$ cat src/rtl/mem_bus_arbiter_if.sv
// mem_bus_arbiter_if
// Bus types and the bundled handshake interface for the two-to-one memory arbiter.
//   ireq/iresp : instruction side of the core (request in, response out)
//   dreq/dresp : data side of the core (request in, response out)
//   mreq/mresp : shared memory port (request out, response in)
// Modports:
//   slave  : the arbiter's view (core requests and memory responses are inputs)
//   master : the surrounding system's view (core plus memory model)

package mem_bus_arbiter_pkg;

    typedef enum logic [2:0] {
        MSIZE1 = 3'd0,
        MSIZE2 = 3'd1,
        MSIZE4 = 3'd2,
        MSIZE8 = 3'd3
    } msize_t;

    typedef struct packed {
        logic        valid;
        logic [31:0] addr;
    } ibus_req_t;

    typedef struct packed {
        logic        addr_ok;
        logic        data_ok;
        logic [31:0] data;
    } ibus_resp_t;

    typedef struct packed {
        logic        valid;
        logic [31:0] addr;
        msize_t      size;
        logic [3:0]  strobe;
        logic [31:0] data;
    } dbus_req_t;

    typedef struct packed {
        logic        addr_ok;
        logic        data_ok;
        logic [31:0] data;
    } dbus_resp_t;

endpackage

interface mem_bus_arbiter_if;
    import mem_bus_arbiter_pkg::*;

    ibus_req_t  ireq;
    ibus_resp_t iresp;
    dbus_req_t  dreq;
    dbus_resp_t dresp;
    dbus_req_t  mreq;
    dbus_resp_t mresp;

    modport slave  (input  ireq, dreq, mresp, output iresp, dresp, mreq);
    modport master (output ireq, dreq, mresp, input  iresp, dresp, mreq);
endinterface

$ cat src/rtl/mem_bus_arbiter.sv
// mem_bus_arbiter
// Grants the single shared memory port to either the instruction or the data
// side of the core, one transaction at a time, with absolute data priority.
// Instruction fetches are converted into word-sized data-bus reads.
// Ports:
//   clk   : core clock, state changes on the rising edge
//   reset : asynchronous active-high reset, forces IDLE and silences all outputs
//   bus   : mem_bus_arbiter_if.slave carrying ireq/iresp, dreq/dresp, mreq/mresp

module mem_bus_arbiter
    import mem_bus_arbiter_pkg::*;
(
    input logic              clk,
    input logic              reset,
    mem_bus_arbiter_if.slave bus
);

    localparam logic [2:0] S_IDLE   = 3'd0;
    localparam logic [2:0] S_ADDR_I = 3'd1;
    localparam logic [2:0] S_ADDR_D = 3'd2;
    localparam logic [2:0] S_DATA_I = 3'd3;
    localparam logic [2:0] S_DATA_D = 3'd4;

    logic [2:0] r_state;
    logic [2:0] w_nextState;
    logic       w_grantI;
    logic       w_grantD;
    logic       w_addrPhase;
    logic       w_issue;

    // Grant is chosen only in IDLE; once a side is issued it stays locked until
    // its transaction completes. Reset masks the grant so outputs go quiet at once.
    always_comb begin
        w_grantI = 1'b0;
        w_grantD = 1'b0;
        if (!reset) begin
            case (r_state)
                S_IDLE: begin
                    w_grantD = bus.dreq.valid;
                    w_grantI = !bus.dreq.valid && bus.ireq.valid;
                end
                S_ADDR_D, S_DATA_D: w_grantD = 1'b1;
                S_ADDR_I, S_DATA_I: w_grantI = 1'b1;
                default: ;
            endcase
        end
    end

    assign w_addrPhase = (r_state == S_IDLE) || (r_state == S_ADDR_I) || (r_state == S_ADDR_D);
    assign w_issue     = w_addrPhase && (w_grantI || w_grantD);

    // Memory request: data side passes through, instruction side becomes a word read.
    always_comb begin
        bus.mreq = '0;
        if (w_issue && w_grantD) begin
            bus.mreq = bus.dreq;
        end else if (w_issue && w_grantI) begin
            bus.mreq.valid = 1'b1;
            bus.mreq.addr  = bus.ireq.addr;
            bus.mreq.size  = MSIZE4;
        end
    end

    // Responses go only to the owner; addr_ok is only meaningful while a request
    // is being issued, so a stray one during the data phase is dropped.
    always_comb begin
        bus.iresp = '0;
        bus.dresp = '0;
        if (w_grantI) begin
            bus.iresp.addr_ok = w_issue && bus.mresp.addr_ok;
            bus.iresp.data_ok = bus.mresp.data_ok;
            bus.iresp.data    = bus.mresp.data;
        end
        if (w_grantD) begin
            bus.dresp.addr_ok = w_issue && bus.mresp.addr_ok;
            bus.dresp.data_ok = bus.mresp.data_ok;
            bus.dresp.data    = bus.mresp.data;
        end
    end

    // Next state: zero-wait completions fall straight back to IDLE, and the next
    // grant is only considered one cycle later.
    always_comb begin
        w_nextState = r_state;
        case (r_state)
            S_IDLE, S_ADDR_I, S_ADDR_D: begin
                if (w_issue) begin
                    if (!bus.mresp.addr_ok) begin
                        w_nextState = w_grantD ? S_ADDR_D : S_ADDR_I;
                    end else if (!bus.mresp.data_ok) begin
                        w_nextState = w_grantD ? S_DATA_D : S_DATA_I;
                    end else begin
                        w_nextState = S_IDLE;
                    end
                end
            end
            S_DATA_I, S_DATA_D: begin
                if (bus.mresp.data_ok) begin
                    w_nextState = S_IDLE;
                end
            end
            default: w_nextState = S_IDLE;
        endcase
    end

    // State register; reset abandons any transaction in flight.
    always_ff @(posedge clk or posedge reset) begin
        if (reset) begin
            r_state <= S_IDLE;
        end else begin
            r_state <= w_nextState;
        end
    end

endmodule
$ cat src/flat_wrapper.sv
// flat-port wrapper written by rule: the top's interface ports become plain ports
module mem_bus_arbiter_flat import mem_bus_arbiter_pkg::*;
  (clk, reset, bus_ireq, bus_dreq, bus_mresp, bus_iresp, bus_dresp, bus_mreq);
  mem_bus_arbiter_if bus_i ();
  input logic clk;
  input logic reset;
  input wire logic [$bits(bus_i.ireq)-1:0] bus_ireq;
  input wire logic [$bits(bus_i.dreq)-1:0] bus_dreq;
  input wire logic [$bits(bus_i.mresp)-1:0] bus_mresp;
  output wire logic [$bits(bus_i.iresp)-1:0] bus_iresp;
  output wire logic [$bits(bus_i.dresp)-1:0] bus_dresp;
  output wire logic [$bits(bus_i.mreq)-1:0] bus_mreq;
  assign bus_i.ireq = bus_ireq;
  assign bus_i.dreq = bus_dreq;
  assign bus_i.mresp = bus_mresp;
  assign bus_iresp = bus_i.iresp;
  assign bus_dresp = bus_i.dresp;
  assign bus_mreq = bus_i.mreq;
  mem_bus_arbiter u_core (.clk(clk), .reset(reset), .bus(bus_i));
endmodule
$ cat config.mk
export PLATFORM = sky130hd
export DESIGN_NAME = mem_bus_arbiter_flat
export DESIGN_NICKNAME = d
export VERILOG_FILES = /design/src/rtl/mem_bus_arbiter_if.sv /design/src/rtl/mem_bus_arbiter.sv /design/src/flat_wrapper.sv
export SDC_FILE = /design/constraint.sdc
export NUM_CORES = 1
export LEC_CHECK = 0
export CAP_MARGIN = 40
export CORE_AREA = 4 4 107 109
export DETAILED_ROUTE_END_ITERATION = 16
export DIE_AREA = 0 0 111 113
export GPL_TIMING_DRIVEN = 0
export HOLD_SLACK_MARGIN = 0.15
export SLEW_MARGIN = 20
export SYNTH_ARGS = -nofsm -noshare
export SYNTH_HDL_FRONTEND = slang
export SYNTH_SLANG_ARGS = --single-unit
$ cat constraint.sdc
create_clock -name clk -period 2 [get_ports clk]
set_clock_uncertainty 0.15 [all_clocks]
set_input_delay 0.2 -clock clk [delete_from_list [all_inputs] [get_ports clk]]
set_output_delay 0.2 -clock clk [all_outputs]
set_load 0.02 [all_outputs]
Word-level counts from Yosys, hierarchy flattened
Index checks and enable logic that the tools add are counted.
{ "classes": {"reduce_logical": 15, "n_eq_ne": 6, "n_mux": 16} }
{ "ops": {"columns": ["operator", "n"], "rows": [
  ["two-way mux 36 bit", 3],
  ["two-way mux 34 bit", 2],
  ["two-way mux 3 bit", 5],
  ["equality test 3 x 2 -> 1 bit (second input constant)", 2],
  ["case mux 3 bit (2 select lines)", 1],
  ["OR reduction 2 bit", 3],
  ["logical AND 1 bit", 5],
  ["case mux 1 bit (2 select lines)", 2],
  ["equality test 3 x 1 -> 1 bit (second input constant)", 1],
  ["equality test 3 bit (second input constant)", 1],
  ["logical NOT 3 bit", 1],
  ["logical OR 1 bit", 3],
  ["OR reduction 3 bit", 1],
  ["two-way mux 1 bit", 2],
  ["two-way mux 2 bit", 1],
  ["inequality test 2 x 1 -> 1 bit (second input constant)", 1],
  ["inequality test 2 bit (second input constant)", 1],
  ["AND reduction 2 bit", 1],
  ["logical NOT 1 bit", 1]
]} }
{ "totals": {"out_inout_bits": 140, "word_cells": 38, "regBits": 3} }

Logic depth before layout (Yosys ltp)
Gate-level depths: netlist (run 1).
{ "logic_depth": {"word_depth": 9, "ltp_mapped": 6, "ltp_nobuf": 3} }

Worst setup path before layout (run 1)
Ideal clock, no wire load.
{ "synth_path": {"path_kind": "register to output", "from": "reg u_core.r_state[1]", "to": "out bus_mreq[71]", "path_slack_ps": 26, "stages_incl_launch_ff": 5, "arrival_ps": 1624, "required_time_ps": 1650, "path_buffers": 1, "path_cell_list": "dfrtp_1 -> buf_6 -> or2_0 -> o211a_1 -> a211oi_1"} }
{ "synth_between": {"elab_chain_len": 9, "word_cells_on_any_way": 19} }
{ "synth_lines": {"columns": ["element", "line", "source"], "rows": [
  ["start: declaration", "mem_bus_arbiter.sv:24", "logic [2:0] r_state;"],
  ["start signal: assignment", "mem_bus_arbiter.sv:111", "r_state <= w_nextState;"],
  ["equality test 3 x 2 -> 1 bit (tied with other cells)", "mem_bus_arbiter.sv:37", "case (r_state)"],
  ["OR reduction 2 bit", "mem_bus_arbiter.sv:37", null],
  ["case mux 1 bit (2 select lines)", "mem_bus_arbiter.sv:37", null],
  ["two-way mux 1 bit", "mem_bus_arbiter.sv:36", "if (!reset) begin"],
  ["logical OR 1 bit", "mem_bus_arbiter.sv:50", "assign w_issue = w_addrPhase && (w_grantI || w_grantD);"],
  ["logical AND 1 bit", "mem_bus_arbiter.sv:50", null],
  ["logical AND 1 bit", "mem_bus_arbiter.sv:57", "end else if (w_issue && w_grantI) begin"],
  ["two-way mux 36 bit", "mem_bus_arbiter.sv:57", null],
  ["two-way mux 36 bit *", "mem_bus_arbiter.sv:55", "if (w_issue && w_grantD) begin"],
  ["end: declaration", "flat_wrapper.sv:12", "output wire logic [$bits(bus_i.mreq)-1:0] bus_mreq;"]
]} }
Mark *: on every way between the ends. The rest lies on a longest branch, timed or not.

Worst setup path in the final report (run 1)
{ "layout_path": {"from": "reg u_core.r_state[1]", "to": "out bus_mreq[48]"} }
The elaborated chain is that of the path after synthesis.

==> results of run 1 <==
-- cells by family (layout without fill, tap and decap cells) --
logic type | count (synthesis) | in the layout
buffers and inverters | 28 | 345
AND/OR/NAND/NOR | 121 | 121
other | 0 | 1
flip-flops | 3 | 3
AO/OA/AOI/OAI | 43 | 44
-- critical path, stage by stage, from the launching register on --
cell and delay [ns]:
dfrtp_1 0.43, or3_4 0.41, a21oi_4 0.19, buf_6 0.13
buf_6 0.09, buf_6 0.10, a22o_1 0.16, buf_6 0.13
-- area by class of cell --
class | instances | area (sq um) | share of cell area
Tap cell | 140 | 175 | 0.0347
Sequential cell | 3 | 77.6 | 0.0154
Buffer | 19 | 213 | 0.0421
Clock buffer | 4 | 45.0 | 0.00892
Antenna cell | 1 | 2.50 | 0.000495
Inverter | 5 | 18.8 | 0.00372
Multi-Input combinational cell | 165 | 1390 | 0.274
Timing Repair Buffer | 317 | 3130 | 0.621
-- how the worst max path moves through the flow --
stage	start	endpoint	slack, ns	cells past startpoint
floorplan	u_core.r_state[1]$_DFFE_PP0P_	bus_mreq[71]	0.03	4
global placement	reset	bus_mreq[55]	-1.10	7
detailed placement	reset	bus_mreq[55]	-1.10	7
CTS	u_core.r_state[1]$_DFFE_PP0P_	bus_mreq[48]	-0.28	8
global route	u_core.r_state[1]$_DFFE_PP0P_	bus_mreq[48]	-0.29	7
finish	u_core.r_state[1]$_DFFE_PP0P_	bus_mreq[48]	-0.21	7
-- synthesized netlist by cell type --
master,instances,area (sq um)
inv_1,5,18.8
and3_1,40,250
or3b_4,1,11.3
a21o_1,1,7.51
and2_1,60,375
a211oi_4,1,20.0
buf_4,2,15.0
clkbuf_1,11,41.3
a211o_1,2,17.5
a21oi_2,1,8.76
or3_1,1,6.26
nor3b_1,1,7.51
a31oi_1,1,6.26
a211oi_1,1,7.51
nor4_1,2,12.5
buf_2,6,30.0
nand2_1,2,7.51
a2111oi_0,2,17.5
o21a_1,1,7.51
nand2b_1,1,6.26
and2_2,8,60.1
o211a_1,1,10.0
dfrtp_1,3,75.1
nor3_1,2,10.0
nor2_1,2,7.51
buf_6,4,45.0
or2_0,1,6.26
a22o_1,32,280
-- metrics by stage --
stage               std cells  total power, mW  hold slack, ns  cell area, sq um  setup TNS (ns)
floorplan                 195             1.73          -0.196              1370               0
global placement          615             3.30           0.448              4350         -122.54
detailed placement        615             3.31           0.439              4350         -122.31
CTS                       652             4.14           0.448              4780          -15.25
global route              653             4.65           0.486              5050          -19.31
finish                    654             4.40           0.458              5050          -12.09
-- power groups by stage --
stage | clock network, mW | logic (mW) | registers [mW]
6_report | 0.176 | 4.09 | 0.133
5_1_grt | 0.189 | 4.32 | 0.136
4_1_cts | 0.179 | 3.84 | 0.113
3_5_place_dp | 0 | 3.21 | 0.105
3_3_place_gp | 0 | 3.20 | 0.106
2_1_floorplan | 0 | 1.63 | 0.102
-- layer usage --
layer	vias to the layer above	GRT usage	routed length, um
met1	1231	0.160	3770
li1	1343	-	-
met2	179	0.285	5540
met3	21	0.0529	1070
met5	-	0	0
met4	0	0.0419	244
-- what timing repair did --
action | CTS | global route
endpoints found under the setup margin | 140 | 140
gates cloned | 9 | 0
hold buffers | 1 | 0
setup buffers | 23 | 7
endpoints found under the hold margin | 3 | 0
gates resized for setup | 824 | 112
pin swaps | 40 | 31
==> impl_metrics.ini, run 1 <==
[run_status]
status = finished, violations left
violations = setup timing

[yosys]
yosysWarnings = 0
seq_area_frac_synth = 0.0548
syn_nets = 336
synth_seq_cells = 3
synth_compound_area_frac = 0.280
synth.distinct_cells = 28
synth_top_family_by_area = simple AND/OR/NAND/NOR gates
syn_avg_cell_area_sq_um = 7.02
synthAdderAreaFrac = 0
synthCells = 195
synth_area_sq_mm = 0.00137
synth-simple-area-share = 0.556
synthMuxAreaShare = 0
synthXorXnorAreaFrac = 0

[pwr]
comb_power_share = 0.930
pwr-share-clk = 0.040
power.share.sequential = 0.030
ir_worst_vdd_v = 0.000395
leakage_nw = 2.50
power_switching_share = 0.435
power_density_mw_per_mm2 = 871
p_int_mw = 2.49
switchingPower_mw = 1.92

[timing]
worst_pin_slew_ns = 0.422
final_hold_viol_count = 0
rsz0062_at_grt = true
fmax_ghz = 0.452
slew_viol_final = 0
setup_viol_count_final = 94
period_minus_slack_ns = 2.21
fin_crit_sh = 1.11
slew-limit-headroom = 0.711
setup_slack_ns = -0.213

[final_layout]
top_register = u_core.r_state
fill_cells = 1035
area_growth_pct = 269
final_util = 0.476
largest_reg_flops = 3
drive_above_1_share = 0.546
layout_common_cells = clkdlybuf4s50_1, buf_6, and2_4
reg_top3 = u_core.r_state: 3 flops
final_common_cell = clkdlybuf4s50_1
num-nets-final = 655

[clock_tree]
ctsHtreeMaxLevel = 1
cts_tree = yes
cts-buffers-inserted = 3
cts.sinks = 3
insertion_delay_ns = 0.22
cts_root_buffer = clkbuf_8
clk_pin_slew_ns = 0.03
cts_buffer_depth = 2

[routing]
drt_first_pass_iters = 4
vias = 2774
wl_per_cell_um = 16.2
via_per_inst = 4.24
route.detailed.drc = 0
first_iter_violations = 93
ant_nets = 0
drt-total-wl_um = 10600

[worst_setup_path]
startpoint_type = flip-flop
r2r-start = u_core.r_state[1]$_DFFE_PP0P_
crit_path_max_fanout = 5
end_kind = primary output
critPathRequiredTime_ns = 1.65
cp.arrival_ns = 1.86
critical_path_class = reg2out
reg2reg_depth = 5
r2r_slack_ns = 0.29
regToRegEndpoint = u_core.r_state[1]$_DFFE_PP0P_

[floorplan]
dieHeight_um = 113
initial_core_util = 0.129
rows = 38
die_w_um = 111
io_pins = 281
die_area_sq_mm = 0.0125
core_sq_mm = 0.0106

[min_path]
hp-class = in2reg
hp-start = bus_ireq[32]
holdPathStages = 4
holdPathEnd = u_core.r_state[0]$_DFFE_PP0P_

[grt]
grt_pass1_vias = 2916
grt_max_degree = 11
grt_pass1_wl_um = 15600
antenna_found_initial = 0
grt_usage = 0.151
overflow = 0

[placed_design]
portBuffers = 280
dp_hpwl_um = 8130
finalWeightedCongestion = 0.952
dp_slack_ns = -1.10

[job]
max_cap_violations = 0
Note: power is estimated with default switching activity, not from simulation.
==> run 2, diff against run 1 <==
Settings changed: ABC_AREA set to 0, PLACE_DENSITY set to 0.57.
==> impl_metrics.ini, run 2 (synthesis gave the netlist of run 1 again) <==
[run_status]
status = finished, violations left
violations = setup timing

[routing]
drt_first_pass_iters = 4
ant_nets = 0
drt-total-wl_um = 10700
route.detailed.drc = 0
via_per_inst = 4.25
first_iter_violations = 88
vias = 2769
wl_per_cell_um = 16.4

[floorplan]
rows = 38
die_w_um = 111
initial_core_util = 0.129
core_sq_mm = 0.0106
io_pins = 281
dieHeight_um = 113
die_area_sq_mm = 0.0125

[final_layout]
final_common_cell = clkdlybuf4s50_1
reg_top3 = u_core.r_state: 3 flops
final_cell_area_sq_mm = 0.00499
final_util = 0.471
largest_reg_flops = 3
num-nets-final = 653
antenna_cells = 0
area_growth_pct = 265
drive_above_1_share = 0.519
top_register = u_core.r_state
layout_common_cells = clkdlybuf4s50_1, buf_6, and2_4

[clock_tree]
insertion_delay_ns = 0.22
cts_buffer_depth = 2
ctsHtreeMaxLevel = 1
cts-buffers-inserted = 3
clk_pin_slew_ns = 0.03
cts.sinks = 3
cts_tree = yes
cts_root_buffer = clkbuf_8

[pwr]
leakage_nw = 2.48
ir_worst_vdd_v = 0.000357
power_density_mw_per_mm2 = 876

[worst_setup_path]
startpoint_type = flip-flop
critical_path_class = reg2out
cp.arrival_ns = 1.86
r2r-start = u_core.r_state[1]$_DFFE_PP0P_
reg2reg_depth = 5
regToRegEndpoint = u_core.r_state[1]$_DFFE_PP0P_
r2r_slack_ns = 0.29
crit_path_max_fanout = 7
end_kind = primary output
critPathRequiredTime_ns = 1.65
crit_start = u_core.r_state[1]$_DFFE_PP0P_

[timing]
period_minus_slack_ns = 2.21
final_hold_viol_count = 0
fmax_ghz = 0.453
holdWs_ns = 0.447
worst_pin_slew_ns = 0.396
slew-limit-headroom = 0.729
fin_crit_sh = 1.10
setup_viol_count_final = 85
slew_viol_final = 0
rsz0062_at_grt = true
setup_slack_ns = -0.207

[grt]
overflow = 0
grt_pass1_vias = 2911
grt_usage = 0.151
grt_max_degree = 11
grt_pass1_wl_um = 15500
antenna_found_initial = 0

[placed_design]
post_dp_cell_area_sq_mm = 0.00435
portBuffers = 280
finalWeightedCongestion = 0.882
dp_hpwl_um = 8250

[min_path]
holdPathStages = 4
hp-start = bus_ireq[32]
hp-class = in2reg
holdPathEnd = u_core.r_state[0]$_DFFE_PP0P_

[job]
max_cap_violations = 0
==> run 2: cell types whose count changed in the layout (fill, tap and decap cells not counted), moves of 5 or more <==
cell | previous run | this run
and2_1 | 4 | 11
and2_4 | 64 | 57
buf_4 | 38 | 32
buf_2 | 27 | 32
buf_6 | 116 | 111
buf_8 | 10 | 5
clkbuf_8 | 3 | 8
==> run 2: worst max-delay path by stage <==
stage,slack [ns],end,cells past startpoint
floorplan,0.03,bus_mreq[71],4
global placement,-1.10,bus_mreq[54],7
detailed placement,-1.15,bus_mreq[54],7
CTS,-0.22,bus_iresp[32],7
global route,-0.27,bus_iresp[24],6
finish,-0.21,bus_iresp[15],6
==> run 2: metal layers <==
metal / share of wire / wire [um] / track usage / vias to the layer above
li1: - / - / - / 1335
met1: 0.36 / 3850 / 0.150 / 1270
met2: 0.54 / 5800 / 0.305 / 156
met3: 0.088 / 938 / 0.0508 / 8
met4: 0.0084 / 90 / 0.0222 / 0
met5: 0 / 0 / 0 / -
==> run 2: power breakdown <==
group | leakage (nW) | internal [mW] | switching, mW
logic | 2.42 | 2.25 | 1.82
registers | 0.0381 | 0.0858 | 0.0461
clock network | 0.0228 | 0.136 | 0.0426
total | 2.48 | 2.47 | 1.91
==> run 2: layout make-up <==
type                            count  area, sq um
Fill cell                        1041         5610
Timing Repair Buffer              314         3120
Multi-Input combinational cell    165         1340
Buffer                             20          221
Tap cell                          140          175
Sequential cell                     3         76.3
Clock buffer                        4         45.0
Inverter                            5         18.8
==> run 2: worst max-delay path, stage by stage (launching register included) <==
cell and delay, ns:
dfrtp_2 0.44, or3b_4 0.40, a211oi_4 0.25, buf_6 0.17
buf_6 0.12, and2_4 0.14, buf_6 0.11
==> run 2: through the flow <==
step / cells / worst slack, ns / total power [mW] / TNS [ns]
6_report: 651 / -0.207 / 4.38 / -10.55
5_1_grt: 651 / -0.266 / 4.60 / -16.41
2_1_floorplan: 195 / 0.0258 / 1.73 / 0
3_5_place_dp: 615 / -1.15 / 3.31 / -128.24
4_1_cts: 647 / -0.220 / 4.24 / -13.61
3_3_place_gp: 615 / -1.10 / 3.30 / -121.92
==> run 2: what timing repair did <==
item	4_1_cts	5_1_grt
buffers inserted	16	5
endpoints found under the setup margin	140	135
resized for setup	859	44
pin swaps	42	24
gates cloned	12	2
endpoints found under the hold margin	3	0
hold buffers	1	0
